## src/rtl/riscv_muldiv_pkg.sv

```systemverilog
// Shared types for the iterative multiply/divide unit: funct3 op encodings and FSM states.
package riscv_muldiv_pkg;

    localparam int XLEN_DEFAULT = 32;

    typedef enum logic [2:0] {
        OP_MUL    = 3'd0,
        OP_MULH   = 3'd1,
        OP_MULHSU = 3'd2,
        OP_MULHU  = 3'd3,
        OP_DIV    = 3'd4,
        OP_DIVU   = 3'd5,
        OP_REM    = 3'd6,
        OP_REMU   = 3'd7
    } muldiv_op_e;

    typedef enum logic [1:0] {
        ST_IDLE,
        ST_CALC,
        ST_FIX,
        ST_DONE
    } muldiv_state_e;

endpackage

```

## src/rtl/riscv_muldiv_unit_sign_fix.sv

```systemverilog
// Conditional two's-complement negate; used for operand magnitudes and final sign correction.
module muldiv_sign_fix #(
    parameter int W = 32
) (
    input  logic [W-1:0] i_val,
    input  logic         i_neg,
    output logic [W-1:0] o_val
);
    assign o_val = i_neg ? (~i_val + W'(1)) : i_val;
endmodule

```

## src/rtl/riscv_muldiv_unit.sv

```systemverilog
// Iterative RV32M/RV64M multiply/divide unit: shift-add multiply, restoring divide.
// Define RISCV_MULDIV_DIV_EN to build the divider; otherwise ops 4-7 complete as illegal.
module riscv_muldiv_unit
    import riscv_muldiv_pkg::*;
#(
    parameter int XLEN  = XLEN_DEFAULT,
    parameter int TAG_W = 5
) (
    input  logic             i_clk,
    input  logic             i_rst_n,
    input  logic             i_in_valid,
    output logic             o_in_ready,
    input  logic [2:0]       i_in_op,
    input  logic [XLEN-1:0]  i_in_a,
    input  logic [XLEN-1:0]  i_in_b,
    input  logic [TAG_W-1:0] i_in_tag,
    input  logic             i_flush,
    output logic             o_out_valid,
    input  logic             i_out_ready,
    output logic [XLEN-1:0]  o_out_result,
    output logic [TAG_W-1:0] o_out_tag,
    output logic             o_out_illegal,
    output logic             o_busy
);
    localparam int CW = (XLEN > 1) ? $clog2(XLEN) : 1;

    muldiv_state_e     r_state;
    muldiv_op_e        r_op;
    logic [2*XLEN-1:0] r_acc;
    logic [XLEN-1:0]   r_b;
    logic              r_neg;
    logic [CW-1:0]     r_cnt;
    logic [TAG_W-1:0]  r_tag;
    logic [XLEN-1:0]   r_result;
    logic              r_valid;
    logic              r_illegal;
    logic              r_busy;

    muldiv_op_e        w_op;
    logic              w_a_neg;
    logic              w_b_neg;
    logic              w_res_neg;
    logic [XLEN-1:0]   w_abs_a;
    logic [XLEN-1:0]   w_abs_b;

    assign w_op      = muldiv_op_e'(i_in_op);
    assign w_a_neg   = i_in_a[XLEN-1] & (w_op inside {OP_MUL, OP_MULH, OP_MULHSU, OP_DIV, OP_REM});
    assign w_b_neg   = i_in_b[XLEN-1] & (w_op inside {OP_MUL, OP_MULH, OP_DIV, OP_REM});
    // Remainder takes the dividend's sign; everything else the product/quotient sign.
    assign w_res_neg = (w_op == OP_REM) ? w_a_neg : (w_a_neg ^ w_b_neg);

    muldiv_sign_fix #(.W(XLEN)) u_abs_a (.i_val(i_in_a), .i_neg(w_a_neg), .o_val(w_abs_a));
    muldiv_sign_fix #(.W(XLEN)) u_abs_b (.i_val(i_in_b), .i_neg(w_b_neg), .o_val(w_abs_b));

    // Multiply: acc = {partial product, remaining multiplier bits}, shifted right each step.
    logic [XLEN-1:0]   w_addend;
    logic [XLEN:0]     w_sum;
    logic [2*XLEN-1:0] w_mul_next;
    assign w_addend   = r_acc[0] ? r_b : '0;
    assign w_sum      = {1'b0, r_acc[2*XLEN-1:XLEN]} + {1'b0, w_addend};
    assign w_mul_next = {w_sum, r_acc[XLEN-1:1]};

    logic [2*XLEN-1:0] w_fix_in;
    logic [2*XLEN-1:0] w_fix_out;
    logic [XLEN-1:0]   w_fix_res;

`ifdef RISCV_MULDIV_DIV_EN
    // Divide: acc = {remainder, dividend/quotient}; borrow out of the trial subtract rejects it.
    logic [XLEN:0]     w_part;
    logic [XLEN:0]     w_diff;
    logic [2*XLEN-1:0] w_div_next;
    logic              w_div_zero;
    logic              w_ovf;
    logic [XLEN-1:0]   w_fast_res;

    assign w_part     = r_acc[2*XLEN-1:XLEN-1];
    assign w_diff     = w_part - {1'b0, r_b};
    assign w_div_next = !w_diff[XLEN] ? {w_diff[XLEN-1:0], r_acc[XLEN-2:0], 1'b1}
                                      : {r_acc[2*XLEN-2:0], 1'b0};
    assign w_div_zero = (i_in_b == '0);
    assign w_ovf      = (w_op == OP_DIV || w_op == OP_REM) &&
                        (i_in_a == {1'b1, {(XLEN-1){1'b0}}}) && (&i_in_b);
    assign w_fast_res = w_div_zero ? (i_in_op[1] ? i_in_a : '1) : (i_in_op[1] ? '0 : i_in_a);
    assign w_fix_in   = !r_op[2] ? r_acc :
                        r_op[1]  ? {{XLEN{1'b0}}, r_acc[2*XLEN-1:XLEN]} :
                                   {{XLEN{1'b0}}, r_acc[XLEN-1:0]};
`else
    assign w_fix_in   = r_acc;
`endif

    muldiv_sign_fix #(.W(2*XLEN)) u_fix (.i_val(w_fix_in), .i_neg(r_neg), .o_val(w_fix_out));
    assign w_fix_res = (r_op == OP_MUL || r_op[2]) ? w_fix_out[XLEN-1:0] : w_fix_out[2*XLEN-1:XLEN];

    always_ff @(posedge i_clk or negedge i_rst_n) begin
        if (!i_rst_n) begin
            r_state   <= ST_IDLE;
            r_op      <= OP_MUL;
            r_acc     <= '0;
            r_b       <= '0;
            r_neg     <= 1'b0;
            r_cnt     <= '0;
            r_tag     <= '0;
            r_result  <= '0;
            r_valid   <= 1'b0;
            r_illegal <= 1'b0;
            r_busy    <= 1'b0;
        end else if (i_flush) begin
            r_state <= ST_IDLE;
            r_valid <= 1'b0;
            r_busy  <= 1'b0;
        end else begin
            case (r_state)
                ST_IDLE: if (i_in_valid) begin
                    r_op      <= w_op;
                    r_tag     <= i_in_tag;
                    r_acc     <= {{XLEN{1'b0}}, w_abs_a};
                    r_b       <= w_abs_b;
                    r_neg     <= w_res_neg;
                    r_cnt     <= CW'(XLEN-1);
                    r_illegal <= 1'b0;
                    r_busy    <= 1'b1;
                    r_state   <= ST_CALC;
`ifdef RISCV_MULDIV_DIV_EN
                    if (i_in_op[2] && (w_div_zero || w_ovf)) begin
                        r_result <= w_fast_res;
                        r_valid  <= 1'b1;
                        r_state  <= ST_DONE;
                    end
`else
                    if (i_in_op[2]) begin
                        r_result  <= '0;
                        r_illegal <= 1'b1;
                        r_valid   <= 1'b1;
                        r_state   <= ST_DONE;
                    end
`endif
                end
                ST_CALC: begin
`ifdef RISCV_MULDIV_DIV_EN
                    r_acc <= r_op[2] ? w_div_next : w_mul_next;
`else
                    r_acc <= w_mul_next;
`endif
                    r_cnt <= r_cnt - CW'(1);
                    if (r_cnt == '0)
                        r_state <= ST_FIX;
                end
                ST_FIX: begin
                    r_result <= w_fix_res;
                    r_valid  <= 1'b1;
                    r_state  <= ST_DONE;
                end
                ST_DONE: if (i_out_ready) begin
                    r_valid <= 1'b0;
                    r_busy  <= 1'b0;
                    r_state <= ST_IDLE;
                end
                default: r_state <= ST_IDLE;
            endcase
        end
    end

    assign o_in_ready    = (r_state == ST_IDLE);
    assign o_out_valid   = r_valid;
    assign o_out_result  = r_result;
    assign o_out_tag     = r_tag;
    assign o_out_illegal = r_illegal;
    assign o_busy        = r_busy;

endmodule

```

## config.mk

```make
export PLATFORM = sky130hd
export DESIGN_NAME = riscv_muldiv_unit
export DESIGN_NICKNAME = d
export VERILOG_FILES = /design/src/rtl/riscv_muldiv_pkg.sv /design/src/rtl/riscv_muldiv_unit_sign_fix.sv /design/src/rtl/riscv_muldiv_unit.sv
export SDC_FILE = /design/constraint.sdc
export NUM_CORES = 1
export LEC_CHECK = 0
export CAP_MARGIN = 15
export CORE_MARGIN = 2
export CORE_UTILIZATION = 40
export CTS_CLUSTER_DIAMETER = 100
export DETAILED_ROUTE_END_ITERATION = 7
export HOLD_SLACK_MARGIN = 0.03
export PLACE_DENSITY = 0.64
export RECOVER_POWER = 50
export SYNTH_ARGS = -nofsm -noshare
export SYNTH_HDL_FRONTEND = slang
export SYNTH_SLANG_ARGS = --single-unit
```

## constraint.sdc

```tcl
create_clock -name i_clk -period 6 [get_ports i_clk]
set_input_delay 0.6 -clock i_clk [delete_from_list [all_inputs] [get_ports i_clk]]
set_output_delay 0.6 -clock i_clk [all_outputs]
set_load 0.01 [all_outputs]
```

==> reports/metrics.csv <==
metric,value,unit
cell area after synthesis,10800,sq um
DRC Markers,0,
Post-CTS Resized,0,
"Period Utilization, post-route",0.591,
total power per unit cell area,452,nW/um^2
Hold/Removal Path Class,in2async,
H-tree levels,4,
Die Y,169,microns
critical path peak fanout,38,
count of hold buffers inserted by post-cts repair,0,
most common cell in the synthesized netlist,nand2_1,
worst IR drop on VDD,0.192,mV
dominant register cell in the synthesized netlist,dfrtp_1,
antenna violations before repair,0,
die footprint,28400,sq um
yosys synthesis warning count,0,
critical path capture point type,flop,
via count,10200,
antenna diode instance count,0,
total of endpoints with negative setup slack in the final report,0,
Static Leakage,5.29,nW
maximum single-stage delay on the critical path,0.81,ns
postcts setup bufs,0,
Post-DP Area,12200,sq um
setup TNS after final layout,0,ns
combined global-route utilization of all metal layers,0.227,
number of clock buffers inserted by TritonCTS,17,
CTS Buffer Depth,2,
Max Transition Viols Final,0,
final instance area,12800,sq um
Fill cells,2635,
Syn Nets,1447,
vias in the first global route,9612,
post-route ant nets,0,
CP Launch Type,flop,
maximum number of pins on one net before global-route repair,89,
run status,finished clean,
"slowest stage cell, crit path",a2111oi_0,
crit-path cells,"buf_4, and2_1, ha_1, inv_1, fa_1, nor2b_1, o2111ai_1, nand2_1, a211oi_1, a2111oi_0, nor3_1, o32ai_1",
highest achievable clock rate,0.282,GHz
list of most frequent post-synthesis cells,"nand2_1 (164), o21ai_0 (150), dfrtp_1 (146), a21oi_1 (85), nor2_1 (82)",
total congestion overflow after global routing,0,
top cells by area in the synthesized netlist,"dfrtp_1 (34%), o21ai_0 (6.9%), xor2_1 (5.8%), nand2_1 (5.7%), ha_1 (4.7%)",
fraction of layout instances using a drive strength above 1,0.0484,
type of the worst setup path,reg2reg,
area growth from synthesis to final layout,18.4,%
Placeable Area,26800,sq um
clock insertion delay at the later pin of the skew report,0.43,ns
"FF+latch count, synth",146,
minimum period implied by the final worst setup slack,3.55,ns
count of buffers from port buffering,117,
non-filler cells in the finished layout,1745,
max_slew headroom,0.398,
drt first-iter violations,859,
die extent in x,169,microns
share of flip-flops with an asynchronous set or reset after synthesis,1.00,
wire length of the first global-routing pass,51.9,mm
dominant cell type by area after synthesis,dfrtp_1,
clock tree root buffer cell,clkbuf_16,
total of max-cap violations,0,
clock sink count,146,
Final Hold Violating Endpoints,0,
detailed-placement wirelength estimate,23.5,mm
"Buf+Inv Stages, Crit Path",2,
number of nets in the layout,1511,
CP required,6.33,ns
# IOs,118,
GP Congestion,0.905,
Wirelength per Cell,18.1,microns
worst clock skew on the final layout,0.0139,ns
Seq. cell area,3650,sq um
arrival time worst endpoint,3.87,ns
final WL,31.7,mm
average cell area after synthesis,8.16,sq um
footprint of the multi-input gates,6790,sq um
vias per inst,5.82,
Total Power Consumption,0.00579,W
clock input transition at the sequential cells of the worst setup and hold paths,0.07,ns
placed cells,1714,
CTS tree,yes,
"delay-heaviest family, CP",compound AO/OA/AOI/OAI gates,
Post-Syn Instances,1328,
standard-cell rows,60,
Util after Layout,0.479,
Netlist cell types,69,
RSZ-0062 raised after global routing,false,
initial core utilization,0.404,
Least-Margin Pin Slew,0.903,ns
Detailed Routing Iterations Pass 1,5,
portion of the post-synthesis area used by sequential elements,0.337,
share of Yosys cell area claimed by the top area cell type,0.337,
number of enable-type register cells in the synthesized netlist,0,
## cell families after synthesis
logic type                 after synthesis  synth area share
DFF                                    146             0.337
buffers and inverters                  110            0.0382
muxes                                   22            0.0214
AOI/OAI and AO/OA                      405             0.234
and+or+nand+nor                        473             0.215
adders and majority gates               42            0.0492
xor gates and xnor gates               130             0.105
## layout by cell type (no fill, tap or decap), types with 35 or more instances in the layout
cell type        count
nand3_1             45
clkdlybuf4s50_1     96
and2_1              35
o21ai_0            150
xnor2_1             58
nor2_1              82
xor2_1              72
a21oi_1             84
ha_1                40
nand2_1            164
dfrtp_1            146
## power by group
group	internal [W]	switching (W)
registers	0.00139	0.000541
clock network	0.000699	0.000448
logic	0.00114	0.00158
## metal layers
| metal | track usage | vias up | share of wire |
|---|---|---|---|
| li1 | - | 4977 | - |
| met1 | 0.320 | 4843 | 0.47 |
| met2 | 0.366 | 307 | 0.45 |
| met3 | 0.0381 | 32 | 0.059 |
| met4 | 0.0487 | 0 | 0.013 |
| met5 | 0 | - | 0 |
## stage by stage
stage,hold slack [ns],worst slack (ns)
CTS,0.228,2.45
finish,0.209,2.45
detailed placement,0.466,2.47
floorplan,0.304,2.83
global placement,0.457,2.68
global route,0.263,2.05
## final cells by class
cell class / instances / share of cell area
multi-input cells: 1072 / 0.529
flip-flops and latches: 146 / 0.285
repair buffers: 126 / 0.0966
clock buffers: 20 / 0.0340
well taps: 341 / 0.0332
clock inverters: 11 / 0.0140
inverters: 29 / 0.00848
## registers in the layout (all words and copies together), names as in the netlist
register      cells
r_acc            64
o_out_result     32
r_b              32
o_out_tag         5
r_cnt             5
r_op              3
r_state           2
o_busy            1
o_out_valid       1
r_neg             1
## worst paths after layout
check	slack, ns	cells past startpoint	endpoint	startpoint
setup / recovery	2.45	12	r_acc[59]$_DFFE_PN0P_	r_acc[0]$_DFFE_PN0P_
hold / removal	0.21	1	r_state[1]$_DFFE_PN0P_	i_rst_n
setup reg to reg	2.45	12	r_acc[59]$_DFFE_PN0P_	r_acc[0]$_DFFE_PN0P_
hold reg to reg	0.48	2	r_b[17]$_DFFE_PN0P_	r_b[17]$_DFFE_PN0P_
max in group asynchronous	4.40	2	o_out_result[7]$_DFFE_PN0P_	i_rst_n
min in group i_clk	0.48	2	r_b[17]$_DFFE_PN0P_	r_b[17]$_DFFE_PN0P_
(Power assumes the default switching activity.)
